$ cat src/rtl/fetch_unit_pkg.sv
// Shared definitions for the instruction fetch stage: word width, reset/NOP
// defaults, next-PC select encoding and an address alignment helper.
package fetch_unit_pkg;

  localparam int WORD_W = 32;

  typedef logic [WORD_W-1:0] word_t;

  localparam word_t RESET_PC_DEFAULT  = 32'h0000_0000;
  localparam word_t NOP_INSTR_DEFAULT = 32'h0000_0000;
  localparam word_t PC_STEP           = 32'd4;

  typedef enum logic [1:0] {
    NPC_SEQ    = 2'd0,
    NPC_BRANCH = 2'd1,
    NPC_JUMP   = 2'd2,
    NPC_HOLD   = 2'd3
  } npc_sel_e;

  // Redirect targets are always loaded as word addresses.
  function automatic word_t align_word(input word_t addr);
    return {addr[WORD_W-1:2], 2'b00};
  endfunction

endpackage

$ cat src/rtl/fetch_unit_if.sv
// Fetch-stage bundle: hazard/redirect controls, instruction-memory port and
// the IF/ID pipeline register outputs.
interface fetch_unit_if;
  import fetch_unit_pkg::*;

  logic  stall;
  logic  branch_taken;
  word_t branch_target;
  logic  jump;
  word_t jump_target;
  word_t imem_addr;
  word_t imem_rdata;
  word_t if_id_pc4;
  word_t if_id_instr;
  logic  if_id_valid;

  modport master (
    input  stall, branch_taken, branch_target, jump, jump_target, imem_rdata,
    output imem_addr, if_id_pc4, if_id_instr, if_id_valid
  );

  modport slave (
    output stall, branch_taken, branch_target, jump, jump_target, imem_rdata,
    input  imem_addr, if_id_pc4, if_id_instr, if_id_valid
  );

endinterface

$ cat src/rtl/fetch_unit_if_id_reg.sv
// IF/ID pipeline register: holds on stall, loads a bubble on flush, otherwise
// captures the fetched word together with its PC+4.
module if_id_reg
  import fetch_unit_pkg::*;
#(
  parameter word_t NOP_INSTR = NOP_INSTR_DEFAULT
) (
  input  logic  clk,
  input  logic  rst_n,
  input  logic  stall,
  input  logic  flush,
  input  word_t pc4_in,
  input  word_t instr_in,
  output word_t pc4,
  output word_t instr,
  output logic  valid
);

  word_t pc4_r;
  word_t instr_r;
  logic  valid_r;

  // Pipeline register update; a flushed slot keeps the PC+4 of the discarded fetch.
  always_ff @(posedge clk or negedge rst_n) begin
    if (!rst_n) begin
      pc4_r   <= 32'h0000_0000;
      instr_r <= NOP_INSTR;
      valid_r <= 1'b0;
    end else if (stall) begin
      pc4_r   <= pc4_r;
      instr_r <= instr_r;
      valid_r <= valid_r;
    end else if (flush) begin
      pc4_r   <= pc4_in;
      instr_r <= NOP_INSTR;
      valid_r <= 1'b0;
    end else begin
      pc4_r   <= pc4_in;
      instr_r <= instr_in;
      valid_r <= 1'b1;
    end
  end

  assign pc4   = pc4_r;
  assign instr = instr_r;
  assign valid = valid_r;

endmodule

$ cat src/rtl/fetch_unit.sv
// Instruction fetch stage: PC register, incrementer and prioritised next-PC
// selection, feeding the IF/ID register.
module fetch_unit
  import fetch_unit_pkg::*;
#(
  parameter word_t RESET_PC  = RESET_PC_DEFAULT,
  parameter word_t NOP_INSTR = NOP_INSTR_DEFAULT
) (
  input logic          clk,
  input logic          rst_n,
  fetch_unit_if.master bus
);

  word_t    pc_r;
  word_t    pc4_s;
  word_t    next_pc_s;
  npc_sel_e sel_s;
  logic     flush_s;
  word_t    if_id_pc4_s;
  word_t    if_id_instr_s;
  logic     if_id_valid_s;

  assign pc4_s   = pc_r + PC_STEP;
  assign flush_s = ~bus.stall & (bus.jump | bus.branch_taken);

  // Next-PC source priority: stall, then jump, then branch, then sequential.
  always_comb begin
    sel_s = NPC_SEQ;
    if (bus.stall) begin
      sel_s = NPC_HOLD;
    end else if (bus.jump) begin
      sel_s = NPC_JUMP;
    end else if (bus.branch_taken) begin
      sel_s = NPC_BRANCH;
    end else begin
      sel_s = NPC_SEQ;
    end
  end

  // Next-PC mux.
  always_comb begin
    next_pc_s = pc4_s;
    case (sel_s)
      NPC_HOLD:   next_pc_s = pc_r;
      NPC_JUMP:   next_pc_s = align_word(bus.jump_target);
      NPC_BRANCH: next_pc_s = align_word(bus.branch_target);
      NPC_SEQ:    next_pc_s = pc4_s;
      default:    next_pc_s = pc4_s;
    endcase
  end

  // Program counter register.
  always_ff @(posedge clk or negedge rst_n) begin
    if (!rst_n) begin
      pc_r <= RESET_PC;
    end else begin
      pc_r <= next_pc_s;
    end
  end

  if_id_reg #(
    .NOP_INSTR (NOP_INSTR)
  ) u_if_id_reg (
    .clk      (clk),
    .rst_n    (rst_n),
    .stall    (bus.stall),
    .flush    (flush_s),
    .pc4_in   (pc4_s),
    .instr_in (bus.imem_rdata),
    .pc4      (if_id_pc4_s),
    .instr    (if_id_instr_s),
    .valid    (if_id_valid_s)
  );

  assign bus.imem_addr   = pc_r;
  assign bus.if_id_pc4   = if_id_pc4_s;
  assign bus.if_id_instr = if_id_instr_s;
  assign bus.if_id_valid = if_id_valid_s;

endmodule

$ cat src/flat_wrapper.sv
// flat-port wrapper written by rule: the top's interface ports become plain ports
module fetch_unit_flat import fetch_unit_pkg::*;
#(
  parameter word_t RESET_PC  = RESET_PC_DEFAULT,
  parameter word_t NOP_INSTR = NOP_INSTR_DEFAULT
)
  (clk, rst_n, bus_stall, bus_branch_taken, bus_branch_target, bus_jump, bus_jump_target, bus_imem_rdata, bus_imem_addr, bus_if_id_pc4, bus_if_id_instr, bus_if_id_valid);
  fetch_unit_if bus_i ();
  input logic clk;
  input logic rst_n;
  input wire logic [$bits(bus_i.stall)-1:0] bus_stall;
  input wire logic [$bits(bus_i.branch_taken)-1:0] bus_branch_taken;
  input wire logic [$bits(bus_i.branch_target)-1:0] bus_branch_target;
  input wire logic [$bits(bus_i.jump)-1:0] bus_jump;
  input wire logic [$bits(bus_i.jump_target)-1:0] bus_jump_target;
  input wire logic [$bits(bus_i.imem_rdata)-1:0] bus_imem_rdata;
  output wire logic [$bits(bus_i.imem_addr)-1:0] bus_imem_addr;
  output wire logic [$bits(bus_i.if_id_pc4)-1:0] bus_if_id_pc4;
  output wire logic [$bits(bus_i.if_id_instr)-1:0] bus_if_id_instr;
  output wire logic [$bits(bus_i.if_id_valid)-1:0] bus_if_id_valid;
  assign bus_i.stall = bus_stall;
  assign bus_i.branch_taken = bus_branch_taken;
  assign bus_i.branch_target = bus_branch_target;
  assign bus_i.jump = bus_jump;
  assign bus_i.jump_target = bus_jump_target;
  assign bus_i.imem_rdata = bus_imem_rdata;
  assign bus_imem_addr = bus_i.imem_addr;
  assign bus_if_id_pc4 = bus_i.if_id_pc4;
  assign bus_if_id_instr = bus_i.if_id_instr;
  assign bus_if_id_valid = bus_i.if_id_valid;
  fetch_unit #(.RESET_PC(RESET_PC), .NOP_INSTR(NOP_INSTR)) u_core (.clk(clk), .rst_n(rst_n), .bus(bus_i));
endmodule
$ cat config.mk
export PLATFORM = sky130hd
export DESIGN_NAME = fetch_unit_flat
export DESIGN_NICKNAME = d
export VERILOG_FILES = /design/src/rtl/fetch_unit_pkg.sv /design/src/rtl/fetch_unit_if.sv /design/src/rtl/fetch_unit_if_id_reg.sv /design/src/rtl/fetch_unit.sv /design/src/flat_wrapper.sv
export SDC_FILE = /design/constraint.sdc
export NUM_CORES = 1
export LEC_CHECK = 0
export BUFFER_PORTS_ARGS = -buffer_cell sky130_fd_sc_hd__buf_2
export CORE_MARGIN = 2
export CORE_UTILIZATION = 45
export CTS_CLUSTER_SIZE = 14
export DETAILED_ROUTE_END_ITERATION = 8
export PLACE_DENSITY = 0.88
export SLEW_MARGIN = 20
export SYNTH_ARGS = -nofsm -noshare
export SYNTH_HDL_FRONTEND = slang
export SYNTH_SLANG_ARGS = --single-unit
$ cat constraint.sdc
create_clock -name clk -period 1.8 [get_ports clk]
set_input_delay 0.18 -clock clk [delete_from_list [all_inputs] [get_ports clk]]
set_output_delay 0.18 -clock clk [all_outputs]
set_load 0.02 [all_outputs]
==> impl_metrics.json <==
{
  "status": "complete, but fails checks",
  "violations": "negative setup slack",
  "post-place-ws_ps": -54.8,
  "fin_skew_ps": 11.9,
  "grt_pass1_vias": 5357,
  "start_util": 0.457,
  "cts_tree": "done",
  "grt.overflow.total": 0,
  "ys_seq_area_frac": 0.450,
  "routedWlPerCell_um": 17.4,
  "placedCellCount": 961,
  "cts-root-buf": "clkbuf_16",
  "io_pins": 198,
  "max-vdd-ir-drop_v": 0.000566,
  "synth_warnings": 0,
  "dieArea_um2": 12400,
  "dp_hpwl_mm": 12.2,
  "hold_class": "in -> reg",
  "globalplace.congestion": 0.922,
  "row_count": 39,
  "drc": 0,
  "core-area_um2": 11300,
  "die_w_um": 111,
  "fin_hold_ws_ps": 66.6,
  "p_per_area_nw_per_um2": 894,
  "min_from": "bus_imem_rdata[0]",
  "synth_ff_type": "dfrtp_1",
  "p_leak_nw": 3.34,
  "crit_required_ps": 2060,
  "layout_common_cells": "buf_2 (187), nand2_1 (119), dfrtp_1 (79)",
  "cts_buffers": 9,
  "port_buffers": 189,
  "arrival_ps": 2120,
  "finalSetupTns_ps": -129,
  "rsz0062_at_grt": "yes",
  "ant_nets": 0,
  "finalCritPeriodShare": 1.04,
  "clockBufferDepth": 2,
  "setup_violations": 6,
  "clock.fmax_ghz": 0.537,
  "path_class": "reg -> reg",
  "stdcell_count": 981,
  "drt-initial-drc-count": 668,
  "synth-edff-count": 0,
  "drv_cap": 0,
  "nets": 935,
  "fin_util": 0.633,
  "mostFrequentLayoutCell": "buf_2",
  "synth_cell_types": 59,
  "finalWirelength_mm": 17.1,
  "grt_pass1_wl_mm": 27.3,
  "syn_inst": 613,
  "cts_htree_levels": 3,
  "clk_pin_slew_worst_paths_ps": 80,
  "dr.pass1.iters": 6,
  "r2r_start": "u_core.bus.imem_addr[9]$_DFFE_PN0P_",
  "syn_to_final_growth_pct": 38.4,
  "clkLatencyLatePin_ps": 350,
  "grt_usage": 0.273,
  "avgSynthCellArea_um2": 8.44,
  "cp-end-kind": "register",
  "viasPerCell": 5.81,
  "fin_ws_ps": -63.8,
  "synth_area_um2": 5170,
  "async_flop_share": 1.00,
  "critPathMaxFanout": 11,
  "grt_max_degree": 53,
  "diodes": 0,
  "fin_crit_ps": 1860,
  "die_h_um": 111,
  "antenna_found_initial": 0,
  "worstSetupStartpoint": "u_core.bus.imem_addr[9]$_DFFE_PN0P_",
  "cts_sinks": 93,
  "setup.worst_path.start_class": "register",
  "slew_viol_final": 0,
  "finalHoldViolCount": 0,
  "vias": 5697,
  "synth_seq_cells": 93,
  "final_layout_size_suffix_gt1_frac": 0.382
}
state kept, by name, summed over array words and instances, names as in the netlist:
signal                    flops
u_core.u_if_id_reg.instr     32
u_core.bus.imem_addr         30
u_core.u_if_id_reg.pc4       30
u_core.u_if_id_reg.valid      1
cell usage after synthesis (5+ instances only):
master | instances | share of area
a21oi_1 | 21 | 0.020
a221o_1 | 5 | 0.0097
a311o_1 | 5 | 0.0097
a311oi_1 | 5 | 0.0085
a31oi_1 | 7 | 0.0085
and2_1 | 7 | 0.0085
and3_1 | 11 | 0.013
buf_1 | 5 | 0.0036
buf_2 | 9 | 0.0087
clkbuf_1 | 40 | 0.029
dfrtp_1 | 93 | 0.45
inv_1 | 8 | 0.0058
nand2_1 | 120 | 0.087
nand3_1 | 23 | 0.022
nand4_1 | 17 | 0.021
nor2_1 | 29 | 0.021
nor2b_1 | 9 | 0.011
nor3_1 | 14 | 0.014
nor4_1 | 9 | 0.011
o211ai_1 | 6 | 0.0087
o21ai_0 | 74 | 0.072
o31ai_1 | 5 | 0.0073
or4_1 | 9 | 0.013
xnor2_1 | 10 | 0.017
per-stage QoR:
step	power [mW]	area, µm²
finish	6.40	7160
global route	6.70	7160
CTS	6.40	7080
detailed placement	4.22	6700
global placement	4.18	6700
floorplan	3.48	5280
cell families (layout without fill, tap and decap cells):
family                   count (synthesis)  count (layout)  synth area share
multiplexers                             6               6            0.0123
flip-flops                              93              93             0.450
adder cells (fa/ha/maj)                  1               1           0.00242
AO/OA/AOI/OAI                          159             159             0.196
buffers and inverters                   67             289            0.0551
XOR/XNOR                                14              14            0.0237
other                                    1               4          0.000725
AND/OR/NAND/NOR                        272             272             0.260
power breakdown:
group / internal [mW] / total, mW / switching [mW]
Combinational: 0.661 / 1.71 / 1.04
Clock: 1.25 / 2.17 / 0.915
Sequential: 2.34 / 2.53 / 0.191
layer usage:
layer,vias to the layer above,GRT usage,share of wire
li1,2641,-,-
met1,2672,0.364,0.41
met2,317,0.422,0.47
met3,67,0.0629,0.086
met4,0,0.130,0.043
met5,-,0,0
worst paths after layout:
path	to	slack, ps	depth (start not counted)
hold / removal	u_core.u_if_id_reg.instr[0]$_DFFE_PN0N_	70	3
min in group asynchronous	u_core.u_if_id_reg.instr[31]$_DFFE_PN0N_	290	2
setup reg to reg	u_core.bus.imem_addr[23]$_DFFE_PN0P_	-60	4
setup / recovery	u_core.bus.imem_addr[23]$_DFFE_PN0P_	-60	4
hold reg to reg	u_core.u_if_id_reg.valid$_DFFE_PN0N_	480	2
max in group asynchronous	u_core.bus.imem_addr[27]$_DFFE_PN0P_	890	3
cell type report:
| cell class | count | area [µm²] |
|---|---|---|
| inverters | 8 | 30.0 |
| well taps | 143 | 179 |
| multi-input cells | 456 | 2700 |
| clock buffers | 9 | 225 |
| fillers | 917 | 4160 |
| clock inverters | 7 | 114 |
| flip-flops and latches | 93 | 2340 |
| repair buffers | 265 | 1570 |
what timing repair did:
item,4_1_cts,5_1_grt
setup buffers,0,3
pin swaps,1,3
setup endpoints to repair,9,21
resized for setup,4,14
hold buffers,1,0
endpoints found under the hold margin,27,0
worst max-delay path: stages (launching register included):
cell,delay (ps)
dfrtp_2,370
nand4_1,150
or4_4,620
or4_1,530
o2111ai_1,100
Power figures use the tool's default switching activity.
